File: src/rtl/wm8731_cfg_seq.sv
// WM8731 codec configuration sequencer: walks a fixed 12-entry register table,
// issuing one I2C write per entry with retry, timeout and inter-write spacing.
module wm8731_cfg_seq #(
   parameter int unsigned INTER_DELAY = 50,
   parameter int unsigned MAX_RETRY   = 3,
   parameter int unsigned TIMEOUT     = 4096
) (
   input  logic        sys_clk50MHz,
   input  logic        sys_rst_n,
   input  logic        start,
   output logic        i2c_req,
   output logic [7:0]  i2c_dev_addr,
   output logic [15:0] i2c_word,
   input  logic        i2c_ack,
   input  logic        i2c_nack,
   output logic        busy,
   output logic        done,
   output logic        err,
   output logic [3:0]  idx
);

   localparam int WAIT_W = (TIMEOUT > 1) ? $clog2(TIMEOUT + 1) : 1;
   localparam int DLY_W  = (INTER_DELAY > 1) ? $clog2(INTER_DELAY + 1) : 1;
   localparam int RTY_W  = $clog2(MAX_RETRY + 2);

   localparam logic [WAIT_W-1:0] WAIT_LAST = WAIT_W'((TIMEOUT > 0) ? TIMEOUT - 1 : 0);
   localparam logic [DLY_W-1:0]  DLY_LAST  = DLY_W'((INTER_DELAY > 0) ? INTER_DELAY - 1 : 0);
   localparam logic [RTY_W-1:0]  RTY_MAX   = RTY_W'(MAX_RETRY);
   localparam logic [3:0]        LAST_IDX  = 4'd11;

   typedef enum logic [2:0] {IDLE, REQ, WAIT, DELAY, DONE, ERROR} state_t;

   state_t            state_q, state_d;
   logic [3:0]        idx_q, idx_d;
   logic [RTY_W-1:0]  retry_q, retry_d;
   logic [WAIT_W-1:0] wait_cnt_q, wait_cnt_d;
   logic [DLY_W-1:0]  delay_cnt_q, delay_cnt_d;
   logic [15:0]       word_q, word_d;
   logic              ok_q, ok_d;
   logic              fail;

   function automatic logic [15:0] table_word(input logic [3:0] i);
      case (i)
         4'd0:    table_word = 16'h1E00;
         4'd1:    table_word = 16'h0C10;
         4'd2:    table_word = 16'h0017;
         4'd3:    table_word = 16'h0217;
         4'd4:    table_word = 16'h0479;
         4'd5:    table_word = 16'h0679;
         4'd6:    table_word = 16'h0812;
         4'd7:    table_word = 16'h0A00;
         4'd8:    table_word = 16'h0E42;
         4'd9:    table_word = 16'h1000;
         4'd10:   table_word = 16'h1201;
         4'd11:   table_word = 16'h0C00;
         default: table_word = 16'h0000;
      endcase
   endfunction

   always_ff @(posedge sys_clk50MHz or negedge sys_rst_n) begin
      if (!sys_rst_n) begin
         state_q     <= IDLE;
         idx_q       <= '0;
         retry_q     <= '0;
         wait_cnt_q  <= '0;
         delay_cnt_q <= '0;
         word_q      <= '0;
         ok_q        <= 1'b0;
      end else begin
         state_q     <= state_d;
         idx_q       <= idx_d;
         retry_q     <= retry_d;
         wait_cnt_q  <= wait_cnt_d;
         delay_cnt_q <= delay_cnt_d;
         word_q      <= word_d;
         ok_q        <= ok_d;
      end
   end

   // ok_q remembers whether the delay being served follows an ack (advance)
   // or a failure (reissue the same entry).
   always_comb begin
      state_d     = state_q;
      idx_d       = idx_q;
      retry_d     = retry_q;
      wait_cnt_d  = wait_cnt_q;
      delay_cnt_d = delay_cnt_q;
      word_d      = word_q;
      ok_d        = ok_q;
      fail        = 1'b0;

      case (state_q)
         IDLE, DONE, ERROR: begin
            if (start) begin
               state_d     = REQ;
               idx_d       = '0;
               retry_d     = '0;
               wait_cnt_d  = '0;
               delay_cnt_d = '0;
               ok_d        = 1'b0;
               word_d      = table_word(4'd0);
            end
         end
         REQ: begin
            state_d    = WAIT;
            wait_cnt_d = '0;
         end
         WAIT: begin
            if (i2c_nack) begin
               fail = 1'b1;
            end else if (i2c_ack) begin
               state_d     = DELAY;
               delay_cnt_d = '0;
               ok_d        = 1'b1;
            end else if (wait_cnt_q >= WAIT_LAST) begin
               fail = 1'b1;
            end else begin
               wait_cnt_d = wait_cnt_q + 1'b1;
            end
            if (fail) begin
               if (retry_q >= RTY_MAX) begin
                  state_d = ERROR;
               end else begin
                  state_d     = DELAY;
                  retry_d     = retry_q + 1'b1;
                  delay_cnt_d = '0;
                  ok_d        = 1'b0;
               end
            end
         end
         DELAY: begin
            if (delay_cnt_q >= DLY_LAST) begin
               if (!ok_q) begin
                  state_d = REQ;
                  word_d  = table_word(idx_q);
               end else if (idx_q == LAST_IDX) begin
                  state_d = DONE;
               end else begin
                  state_d = REQ;
                  idx_d   = idx_q + 4'd1;
                  retry_d = '0;
                  word_d  = table_word(idx_q + 4'd1);
               end
            end else begin
               delay_cnt_d = delay_cnt_q + 1'b1;
            end
         end
         default: state_d = IDLE;
      endcase
   end

   assign i2c_req      = (state_q == REQ) || (state_q == WAIT);
   assign busy         = (state_q == REQ) || (state_q == WAIT) || (state_q == DELAY);
   assign done         = (state_q == DONE);
   assign err          = (state_q == ERROR);
   assign idx          = idx_q;
   assign i2c_word     = word_q;
   assign i2c_dev_addr = 8'h34;

endmodule

File: config.mk
export PLATFORM = sky130hd
export DESIGN_NAME = wm8731_cfg_seq
export DESIGN_NICKNAME = d
export VERILOG_FILES = /design/src/rtl/wm8731_cfg_seq.sv
export SDC_FILE = /design/constraint.sdc
export NUM_CORES = 1
export LEC_CHECK = 0
export ABC_AREA = 1
export BUFFER_PORTS_ARGS = -buffer_cell sky130_fd_sc_hd__buf_2
export CAP_MARGIN = 20
export CORE_MARGIN = 2
export CORE_UTILIZATION = 52
export DETAILED_ROUTE_END_ITERATION = 7
export HOLD_SLACK_MARGIN = 0.1
export PLACE_DENSITY = 0.73
export SYNTH_ARGS = -nofsm -noshare
export SYNTH_HDL_FRONTEND = slang
export SYNTH_SLANG_ARGS = --single-unit
File: constraint.sdc
create_clock -name sys_clk50MHz -period 5.69 [get_ports sys_clk50MHz]
set_input_delay 0.569 -clock sys_clk50MHz [delete_from_list [all_inputs] [get_ports sys_clk50MHz]]
set_output_delay 0.569 -clock sys_clk50MHz [all_outputs]
set_load 0.005 [all_outputs]
Yosys cells after proc, flatten, opt, wreduce, memory -nomap -nowiden
Memories as Yosys holds them, arrays and structs flattened.
Index checks and enable logic that the tools add are counted.
- register bits after elaboration: 46
- ROM bits: 352
- bits of input ports: 5
- output and inout bits: 32
- memories kept: 2
- memory list (memory ; depth ; width ; rd ports ; clocked after memory_dff ; write ports ; line ; source):
    (no name shown) ; 16 ; 11 ; 1 ; 0 ; 0 ; 43 ; case (i)
    (no name shown) ; 16 ; 11 ; 1 ; 0 ; 0 ; 43 ;
- add/sub/neg operators: 4
- order comparisons: 3
- equality and inequality tests: 19
- multiplexer cells: 48
- reductions and logical operators: 15
- operators with widths (operator ; count):
    2-to-1 mux 16 bit ; 4
    2-to-1 mux 13 bit ; 4
    2-to-1 mux 3 bit ; 14
    case mux 13 bit (3 select lines) ; 1
    2-to-1 mux 6 bit ; 6
    case mux 16 bit (2 select lines) ; 1
    != test 2 bit, second input constant ; 10
    case mux 6 bit (3 select lines) ; 1
    2-to-1 mux 4 bit ; 4
    adder 13 x 1 -> 13 bit, second input constant ; 1
    greater-or-equal comparator 13 x 12 -> 1 bit, second input constant ; 1
    case mux 3 bit (4 select lines) ; 1
    AND reduction 5 bit ; 2
    2-to-1 mux 1 bit ; 9
    != test 3 bit, second input constant ; 3
    case mux 3 bit (3 select lines) ; 1
    case mux 4 bit (2 select lines) ; 1
    AND reduction 4 bit ; 2
    AND reduction 7 bit ; 1
    adder 6 x 1 -> 6 bit, second input constant ; 1
    equality test 3 x 2 -> 1 bit, second input constant ; 2
    equality test 3 bit, second input constant ; 2
    greater-or-equal comparator 6 bit, second input constant ; 1
    nonzero test 3 bit ; 2
    12 further kinds ; 14

Logic depth before layout (Yosys ltp)
Gate-level depths: netlist of run 1.
- depth after elaboration: 7
- mapped depth: 11

Least setup slack after synthesis of run 1
No wires, ideal clock.
- path type: reg2reg
- start: register idx_q[0] (netlist: idx[0])
- end: register word_q[0] (netlist: i2c_word[0])
- data arrival time: 1.754 ns
- setup slack: 3.840 ns
- cell stages (with the launch flop): 10
- path buffers: 0
- path through: dfrtp_1 ha_1 nand2_1 inv_1 nor2_1 inv_1 ha_1 o21ai_0 a31oi_1 o31ai_1
- word-level cells in the longest chain between the ends: 6
- elaborated cells on any way between the ends: 10
- those cells by class: 1 x add/sub; 2 x eq/ne; 4 x mux; 1 x reduce/logical; 2 x memory
- RTL lines (element ; line ; source):
    start, declared ; 34 ; logic [3:0] idx_q, idx_d;
    start signal, assigned ; 71 ; idx_q <= idx_d;
    adder 4 x 1 -> 4 bit ; 142 ; word_d = table_word(idx_q + 4'd1);
    memory (16 x 11 bit) ; -- ;
    2-to-1 mux 16 bit ; 136 ; end else if (idx_q == LAST_IDX) begin
    2-to-1 mux 16 bit ; 133 ; if (!ok_q) begin
    2-to-1 mux 16 bit ; 132 ; if (delay_cnt_q >= DLY_LAST) begin
    case mux 16 bit (2 select lines) ; 92 ; case (state_q)
    end signal, assigned ; 75 ; word_q <= word_d;
    end, declared ; 38 ; logic [15:0] word_q, word_d;
Several ways; a longest one is shown, not always the timed one. The select of a mux whose other input is x is not followed.
A chain may end at the register's enable or synchronous reset.

Worst setup path after layout of run 1
Same ends and word-level chain as after synthesis.

==> results.sh, run 1 <==
export IMPL_status="finished, final reports clean"
export IMPL_tightest_slew_ns=0.899
export IMPL_fin_skew_ns=0.00804
export IMPL_crit_arrival_ns=2.44
export IMPL_io_buffers=23
export IMPL_cts_setup_buffers=0
export IMPL_drt_wl_total_um=6450
export IMPL_cts_hold_buffers=0
export IMPL_synth_cell_types=33
export IMPL_power_density_nw_per_um2=370
export IMPL_worst_setup_path_type="reg2reg"
export IMPL_synth_top_cell_area_share_pct=34.0
export IMPL_nets=464
export IMPL_die_area_um2=6280
export IMPL_crit_required_ns=5.90
export IMPL_drtIter0Drc=223
export IMPL_post_route_util_pct=56.8
export IMPL_synth_cells=421
export IMPL_pin_count=37
export IMPL_period_minus_slack_ns=2.24
export IMPL_ant_nets=0
export IMPL_finalInstanceArea_um2=3110
export IMPL_ir_drop_v=0.000157
export IMPL_relSlewSlack_pct=40.1
export IMPL_grt_util_all_layers_pct=21.7
export IMPL_wl_met3_um=355
export IMPL_finalSetupViolCount=0
export IMPL_worstSetupStartpointType="register"
export IMPL_yosysTopAreaCell="dfrtp_1"
export IMPL_cts_resized=0
export IMPL_rsz0062_at_grt="false"
export IMPL_syn_area_um2=2950
export IMPL_die_h_um=79.3
export IMPL_fmax_mhz=447
export IMPL_drive_above_1_share_pct=9.32
export IMPL_antenna_found_initial=0
export IMPL_r2r_start="idx[0]"
export IMPL_hold_viol=0
export IMPL_synthFlopType="dfrtp_1"
export IMPL_numCtsBuffers=5
export IMPL_clock_path_buffers=2
export IMPL_viasPerCell=5.35
export IMPL_finalCritPeriodShare_pct=39.3
export IMPL_gp_congestion=0.971
export IMPL_rows=27
export IMPL_power_total_w=0.00115
export IMPL_cp_slowest_cell="dfrtp_1"
export IMPL_grt_overflow_total=0
export IMPL_crit_fanout=9
export IMPL_yosysSeqAreaShare_pct=34.0
export IMPL_first_global_vias=2384
export IMPL_r2r_cells=9
export IMPL_final_cells=512
export IMPL_finalSetupTns_ns=0
export IMPL_cts_root_buf="clkbuf_8"
export IMPL_first_pass_iters=5
export IMPL_grt_max_degree=41
export IMPL_synth_area_leaders="dfrtp_1 (34%), nand2_1 (15%), ha_1 (8.1%)"
export IMPL_ys_seq_elements=40
export IMPL_cp_startpoint="idx[0]"
export IMPL_async_flop_share_pct=100
export IMPL_core_area_um2=5470
export IMPL_clock_sinks=40
export IMPL_routedWlPerCell_um=12.6
export IMPL_areaGrowthSynthToFinish_pct=5.56
export IMPL_met1Wirelength_um=3260
export IMPL_yosysWarningCount=0
export IMPL_power_leakage_nw=1.59
export IMPL_cap_violations=0
export IMPL_placed_cells=505
export IMPL_vias=2739
export IMPL_clk_latency_ns=0.30
export IMPL_htree_levels=2
export IMPL_postPlaceCellArea_um2=3030
export IMPL_cts_tree="built"
export IMPL_wl_met2_um=2770
export IMPL_cp_cell_sequence="ha_1 > nand2_1 > inv_1 > nor2_1 > inv_1 > ha_1 > o21ai_0 > a31oi_1 > o31ai_1"
export IMPL_finalMaxSlewViolations=0
export IMPL_dp_hpwl_um=4780
export IMPL_cts_clk_slew_worst_paths_ns=0.08
export IMPL_highest_layer="met4"
export IMPL_die_w_um=79.3
export IMPL_synth_edff_count=0
export IMPL_synth_avg_cell_area_um2=7.00
export IMPL_hold_path_class="in2async"
export IMPL_end_kind="register"
export IMPL_slowest_delay_ns=0.49
export IMPL_drc=0
export IMPL_antenna_cells=0
export IMPL_initial_utilization_pct=53.8
export IMPL_grt_pass1_wl_um=10900
==> cells by family after synthesis <==
logic type,Yosys count,share of synthesized area (%)
DFF,40,34.0
other,2,0.255
adders and majority gates,19,8.07
AOI/OAI and AO/OA,62,11.4
xor gates and xnor gates,10,2.97
buffers and inverters,71,11.7
and+or+nand+nor,217,31.6
==> metal layers <==
metal | up-vias | GRT usage [%]
li1 | 1362 | -
met1 | 1267 | 31.4
met2 | 101 | 32.6
met3 | 9 | 4.77
met4 | 0 | 6.21
met5 | - | 0
==> registers in the layout (all words and copies together) (netlist names) <==
| signal | flops |
|---|---|
| wait_cnt_q | 13 |
| state_q | 3 |
| idx | 4 |
| retry_q | 3 |
| i2c_word | 10 |
| delay_cnt_q | 6 |
| ok_q | 1 |
==> worst max-delay path, delay by kind of cell, from the launching register on <==
family / cells / cell delay (ns)
flip-flops: 1 / 0.49
adder cells (fa/ha/maj): 2 / 0.61
buffers and inverters: 2 / 0.27
AND/OR/NAND/NOR: 2 / 0.38
AO/OA/AOI/OAI: 3 / 0.40
==> layout make-up <==
| type | instances | area, µm² |
|---|---|---|
| timing repair buffer | 23 | 115 |
| clock buffer | 6 | 72.6 |
| inverter | 49 | 185 |
| multi-input combinational | 321 | 1640 |
| tap | 72 | 90.1 |
| fill | 533 | 2360 |
| sequential | 40 | 1000 |
| clock inverter | 1 | 5.00 |
==> cell usage in the layout, fill, tap and decap left out <==
master    instances
nor3_1            3
clkbuf_8          5
nand2_1         114
xnor2_1           2
o31ai_1           2
nand3_2           2
nor3b_1           1
nor2_1           43
xor2_1            8
inv_1            46
clkbuf_1          1
ha_1             19
conb_1           13
clkinv_1          1
o22ai_1           4
o21a_1            1
inv_2             1
nor4_1            1
nand2_8           1
a31oi_1           3
o21ai_0          38
o211ai_1          3
buf_2            23
nand4_1           3
clkinv_2          2
a21oi_1          10
or2_2             5
nand3_1          42
nand2_2           1
dfrtp_1          40
a211oi_1          1
nor2_2            1
==> metrics by stage <==
stage,hold WS (ns),setup slack [ns]
after floorplan,0.273,3.84
after global placement,0.453,3.59
after detailed placement,0.459,3.52
after CTS,0.427,3.50
after global routing,0.457,3.23
final,0.395,3.45
==> power by group <==
| part | total (W) | internal, W | switching, W |
|---|---|---|---|
| combinational | 0.000568 | 0.000180 | 0.000388 |
| sequential | 0.000399 | 0.000342 | 0.0000574 |
| clock | 0.000185 | 0.0000835 | 0.000101 |
| total | 0.00115 | 0.000605 | 0.000547 |
==> synth_stat cells (4+ instances only) <==
| cell | number |
|---|---|
| nand2_1 | 114 |
| inv_1 | 46 |
| nor2_1 | 43 |
| nand3_1 | 42 |
| dfrtp_1 | 40 |
| o21ai_0 | 38 |
| ha_1 | 19 |
| buf_4 | 14 |
| a21oi_1 | 10 |
| xor2_1 | 8 |
| or2_2 | 5 |
| o22ai_1 | 4 |
==> final timing paths <==
kind                                       end  slack (ns)
worst max-delay path               i2c_word[0]        3.45
worst min-delay path               i2c_word[1]        0.39
worst max register to register     i2c_word[0]        3.45
worst min register to register  wait_cnt_q[12]        0.47
max in group asynchronous       delay_cnt_q[2]        4.73
min in group sys_clk50MHz       wait_cnt_q[12]        0.47
(Power assumes the default switching activity.)
==> run 2: changes to the inputs <==
==> constraint.sdc (replaced) <==
create_clock -name sys_clk50MHz -period 2.1 [get_ports sys_clk50MHz]
set_input_delay 0.21 -clock sys_clk50MHz [delete_from_list [all_inputs] [get_ports sys_clk50MHz]]
set_output_delay 0.21 -clock sys_clk50MHz [all_outputs]
set_load 0.005 [all_outputs]
==> run 2 against run 1 <==
- worst hold slack lost 0.10 ns
- worst setup slack lost 3.3 ns
- first-iteration DRC count shrank 17%
- non-clock buffer count grew 16
- critical path depth is the same
- final cell count grew 3.1%
- clock power grew to 2.6 times the previous value
- design area grew 4.3%
- via count shrank 0.26%
- global-route usage grew 1.1 points
- sequential cell count is the same
- critical path type unchanged
==> results.sh, run 2 (synthesized netlist as in run 1, its figures left out) <==
export IMPL_top_register="wait_cnt_q"
export IMPL_r2r_setup_slack_ns=0.18
export IMPL_met1Wirelength_um=3330
export IMPL_clk_latency_ns=0.29
export IMPL_power_leakage_nw=1.67
export IMPL_hold_depth=4
export IMPL_vias=2732
export IMPL_largest_reg_flops=13
export IMPL_cts_tree="built"
export IMPL_ant_nets=0
export IMPL_holdCritStartpoint="start"
export IMPL_grt_overflow_total=0
export IMPL_ir_drop_v=0.000459
export IMPL_io_buffers=23
export IMPL_finalMaxSlewViolations=0
export IMPL_routedWlPerCell_um=12.4
export IMPL_gp_congestion=0.949
export IMPL_cts_root_buf="clkbuf_8"
export IMPL_finalSetupTns_ns=0
export IMPL_initial_utilization_pct=53.8
export IMPL_cts_clk_slew_worst_paths_ns=0.07
export IMPL_rsz0062_at_grt="false"
export IMPL_post_route_util_pct=59.3
export IMPL_grt_util_all_layers_pct=22.8
export IMPL_r2r_cells=9
export IMPL_crit_fanout=9
export IMPL_fin_skew_ns=0.00378
export IMPL_die_area_um2=6280
export IMPL_antenna_found_initial=0
export IMPL_wl_met2_um=2760
export IMPL_mostFrequentLayoutCells="nand2_1 (114), inv_1 (45), nor2_1 (42), nand3_1 (41), dfrtp_1 (39)"
export IMPL_finalCritPeriodShare_pct=91.2
export IMPL_numCtsBuffers=5
export IMPL_crit_reg2reg_capture="i2c_word[0]"
export IMPL_grt_pass1_wl_um=11500
export IMPL_first_global_vias=2444
export IMPL_drc=0
export IMPL_cap_violations=0
export IMPL_first_pass_iters=5
export IMPL_viasPerCell=5.17
export IMPL_antenna_cells=0
export IMPL_multi_input_area_um2=1650
export IMPL_clock_sinks=40
export IMPL_drt_wl_total_um=6550
export IMPL_layout_commonest_cell="nand2_1"
export IMPL_period_minus_slack_ns=1.92
export IMPL_rows=27
export IMPL_crit_arrival_ns=2.12
export IMPL_hold_path_class="in2reg"
export IMPL_worstSetupStartpointType="register"
export IMPL_fmax_mhz=522
export IMPL_r2r_start="idx[0]"
export IMPL_core_area_um2=5470
export IMPL_drive_above_1_share_pct=13.4
export IMPL_nets=480
export IMPL_htree_levels=2
export IMPL_status="finished, final reports clean"
export IMPL_clock_path_buffers=2
export IMPL_pin_count=37
export IMPL_dp_hpwl_um=5010
export IMPL_finalSetupViolCount=0
export IMPL_power_density_nw_per_um2=998
export IMPL_fillers=533
export IMPL_wl_met3_um=382
export IMPL_regArea_um2=1000
export IMPL_drtIter0Drc=185
export IMPL_hold_viol=0
export IMPL_end_kind="register"
export IMPL_areaGrowthSynthToFinish_pct=10.1
export IMPL_highest_layer="met4"
export IMPL_holdPathEnd="ok_q"
export IMPL_die_h_um=79.3
export IMPL_grt_max_degree=16
export IMPL_die_w_um=79.3
export IMPL_worst_setup_path_type="reg2reg"
export IMPL_crit_required_ns=2.30
[run 2: cell count changes in the layout (fill, tap and decap cells not counted)]
cell	previous run	this run
buf_4	0	15
a21oi_1	10	9
nand3_2	2	3
inv_1	46	45
dfrtp_1	40	39
nor2_2	1	2
a21oi_2	0	1
nand3_1	42	41
dlygate4sd3_1	0	1
nor2_1	43	42
inv_2	1	2
dfrtp_2	0	1
[run 2: layout make-up]
type	instances	area share [%]
inverter	49	5.71
timing repair buffer	39	7.32
tap	72	2.78
multi-input combinational	321	50.9
clock buffer	6	2.24
clock inverter	1	0.154
sequential	40	30.9
[run 2: power breakdown]
part,internal [W],total (W),switching (W)
sequential,0.000928,0.00109,0.000162
combinational,0.000576,0.00166,0.00109
clock,0.000226,0.000485,0.000259
[run 2: metrics by stage]
stage | std cells | power, W | hold WS, ns | cell area, µm² | setup slack (ns)
6_report | 528 | 0.00324 | 0.291 | 3250 | 0.184
5_1_grt | 528 | 0.00356 | 0.304 | 3250 | 0.0276
4_1_cts | 528 | 0.00323 | 0.279 | 3230 | 0.0291
3_5_place_dp | 520 | 0.00273 | 0.128 | 3150 | 0.0505
3_3_place_gp | 520 | 0.00272 | 0.117 | 3150 | 0.143
2_1_floorplan | 432 | 0.00228 | -0.0856 | 2990 | 0.250
[run 2: per-layer routing]
layer	global-route usage, %	vias to the layer above
li1	-	1397
met1	34.1	1237
met2	33.6	90
met3	4.43	8
met4	5.86	0
met5	0	-
[run 2: timing repair]
item	CTS	global route
gates resized for setup	0	5
hold endpoints to repair	12	0
hold buffers	1	0
buffers inserted	0	0
setup endpoints to repair	0	7
[run 2: critical path, cell delays in order, from the launching register on]
cell	delay, ns
dfrtp_2	0.48
ha_1	0.26
nand2_1	0.09
inv_1	0.05
nor2_2	0.17
inv_2	0.10
ha_1	0.27
o21ai_0	0.16
a31oi_1	0.06
o31ai_1	0.19
[run 2: worst max path at each step]
stage,startpoint,to,slack [ns],cells after the start
final,idx[0],i2c_word[0],0.18,9
after global routing,idx[0],i2c_word[0],0.03,9
after CTS,idx[0],i2c_word[0],0.03,9
after detailed placement,idx[0],i2c_word[0],0.05,9
after global placement,idx[0],i2c_word[0],0.14,9
after floorplan,idx[0],i2c_word[0],0.25,9
==> run 3: changes to the inputs <==
--- a/config.mk
+++ b/config.mk
@@ -8,11 +8,14 @@
 export ABC_AREA = 1
 export BUFFER_PORTS_ARGS = -buffer_cell sky130_fd_sc_hd__buf_2
 export CAP_MARGIN = 20
+export CELL_PAD_IN_SITES_DETAIL_PLACEMENT = 0
+export CELL_PAD_IN_SITES_GLOBAL_PLACEMENT = 1
 export CORE_MARGIN = 2
-export CORE_UTILIZATION = 52
+export CORE_UTILIZATION = 43
+export CTS_BUF_LIST = sky130_fd_sc_hd__clkbuf_2 sky130_fd_sc_hd__clkbuf_4 sky130_fd_sc_hd__clkbuf_8
 export DETAILED_ROUTE_END_ITERATION = 7
 export HOLD_SLACK_MARGIN = 0.1
-export PLACE_DENSITY = 0.73
+export PLACE_DENSITY_LB_ADDON = 0.1
 export SYNTH_ARGS = -nofsm -noshare
 export SYNTH_HDL_FRONTEND = slang
 export SYNTH_SLANG_ARGS = --single-unit
==> run 3 against run 2 <==
- global-route usage fell by 2.8 points
- maximum frequency rose by 0.91%
- total power rose by 8.8%
- die area rose by 20%
- sequential cell count did not move
- first-iteration DRC count fell by 44%
- count of clock-buffer cells in the layout fell by 1
==> results.sh, run 3 (synthesized netlist as in run 1, its figures left out) <==
export IMPL_status="finished, final reports clean"
export IMPL_busiest_layer="met2"
export IMPL_rows=30
export IMPL_cts_clk_slew_worst_paths_ns=0.09
export IMPL_core_area_um2=6720
export IMPL_die_h_um=86.8
export IMPL_cp_slowest_cell="dfrtp_1"
export IMPL_hold_viol=0
export IMPL_routedWlPerCell_um=13.3
export IMPL_power_total_w=0.00352
export IMPL_power_density_nw_per_um2=1060
export IMPL_slowest_delay_ns=0.42
export IMPL_antenna_cells=0
export IMPL_top_register="wait_cnt_q"
export IMPL_vias=2714
export IMPL_drtIter0Drc=103
export IMPL_viasPerCell=5.03
export IMPL_fin_skew_ns=0.0125
export IMPL_end_kind="register"
export IMPL_drt_wl_total_um=7160
export IMPL_worstSetupStartpointType="register"
export IMPL_die_w_um=86.8
export IMPL_rsz0062_at_grt="false"
export IMPL_path_delay_family="adder cells"
export IMPL_fmax_mhz=527
export IMPL_met3_usage_pct=3.43
export IMPL_finalSetupTns_ns=0
export IMPL_first_pass_iters=4
export IMPL_crit_fanout=7
export IMPL_antenna_found_initial=0
export IMPL_grt_max_degree=25
export IMPL_layout_commonest_cell="nand2_1"
export IMPL_ir_drop_v=0.000427
export IMPL_cts_root_buf="clkbuf_8"
export IMPL_worst_setup_path_type="reg2reg"
export IMPL_grt_util_met1_pct=26.6
export IMPL_cp_cell_sequence="ha_1 > nand2_1 > inv_1 > nor2_2 > inv_1 > ha_1 > o21ai_0 > a31oi_1 > o31ai_1"
export IMPL_power_leakage_nw=1.70
export IMPL_pin_count=37
export IMPL_finalMaxSlewViolations=0
export IMPL_nets=483
export IMPL_largest_reg_flops=13
export IMPL_initial_utilization_pct=43.9
export IMPL_io_buffers=23
export IMPL_grt_overflow_total=0
export IMPL_cts_tree="built"
export IMPL_finalSetupViolCount=0
export IMPL_gp_congestion=0.883
export IMPL_areaGrowthSynthToFinish_pct=12.6
export IMPL_period_minus_slack_ns=1.90
export IMPL_dp_hpwl_um=5430
export IMPL_cap_violations=0
export IMPL_grt_util_all_layers_pct=19.9
export IMPL_mostFrequentLayoutCells="nand2_1 (114), inv_1 (46), nand3_1 (41), nor2_1 (40), dfrtp_1 (39)"
export IMPL_clk_latency_ns=0.31
export IMPL_ant_nets=0
export IMPL_clock_sinks=40
export IMPL_numCtsBuffers=5
export IMPL_drive_above_1_share_pct=14.3
export IMPL_grt_pass1_wl_um=11800
export IMPL_hold_path_class="in2reg"
export IMPL_worst_path_buf_inv=2
export IMPL_drc=0
export IMPL_fillers=693
export IMPL_die_area_um2=7530
export IMPL_crit_required_ns=2.31
export IMPL_htree_levels=2
export IMPL_use_met2_pct=33.0
export IMPL_crit_arrival_ns=2.11
export IMPL_clock_path_buffers=2
export IMPL_finalCritPeriodShare_pct=90.4
export IMPL_r2r_setup_slack_ns=0.20
export IMPL_first_global_vias=2479
## run 3: changes by cell type in the layout (fill, tap and decap cells not counted), sizes merged
cell and delta:
clkbuf -1, buf +3, clkinv +1, bufinv +1
## run 3: repair_timing
item | in CTS | in global routing
hold buffers | 1 | 0
resized for setup | 0 | 5
endpoints found under the setup margin | 0 | 6
setup buffers | 0 | 0
endpoints found under the hold margin | 16 | 0
## run 3: stage by stage
step	utilization [%]	cell area [µm²]	setup slack (ns)	std cells	hold slack (ns)
after floorplan	-	2990	0.250	432	-0.0856
after global placement	47.3	3180	0.199	531	0.167
after detailed placement	47.3	3180	0.119	531	0.171
after CTS	49.2	3300	0.0996	540	0.265
after global routing	49.4	3320	0.0494	540	0.298
final	49.4	3320	0.201	540	0.272
## run 3: worst paths after layout
check / end / cells after the start / start
min reg2reg: wait_cnt_q[12] / 2 / wait_cnt_q[12]
max: i2c_word[0] / 9 / idx[1]
min in group asynchronous: delay_cnt_q[1] / 2 / sys_rst_n
min: ok_q / 4 / start
max reg2reg: i2c_word[0] / 9 / idx[1]
max in group asynchronous: idx[3] / 3 / sys_rst_n
## run 3: final cells by class
class	instances	area, µm²	share of cell area, %
multi-input cells	321	1650	49.8
well taps	80	100	3.02
inverters	49	185	5.58
repair buffers	42	260	7.84
clock inverters	3	47.5	1.43
flip-flops and latches	40	1000	30.2
clock buffers	5	68.8	2.07
## run 3: layer usage
layer | up-vias | share of wire, % | wire length (µm)
met1 | 1244 | 48 | 3410
met4 | 0 | 1.3 | 93
met3 | 8 | 4.8 | 343
met2 | 60 | 46 | 3310
li1 | 1402 | - | -
met5 | - | 0 | 0
## run 3: worst register-to-register path, stage by stage, from the launching register on
cell     delay [ns]
dfrtp_1        0.42
ha_1           0.22
nand2_1        0.08
inv_1          0.05
nor2_2         0.16
inv_1          0.15
ha_1           0.30
o21ai_0        0.17
a31oi_1        0.06
o31ai_1        0.20
## run 3: report_power, final
part | total [W] | internal (W) | switching (W)
Combinational | 0.00182 | 0.000642 | 0.00118
Clock | 0.000675 | 0.000358 | 0.000316
Sequential | 0.00103 | 0.000926 | 0.000102
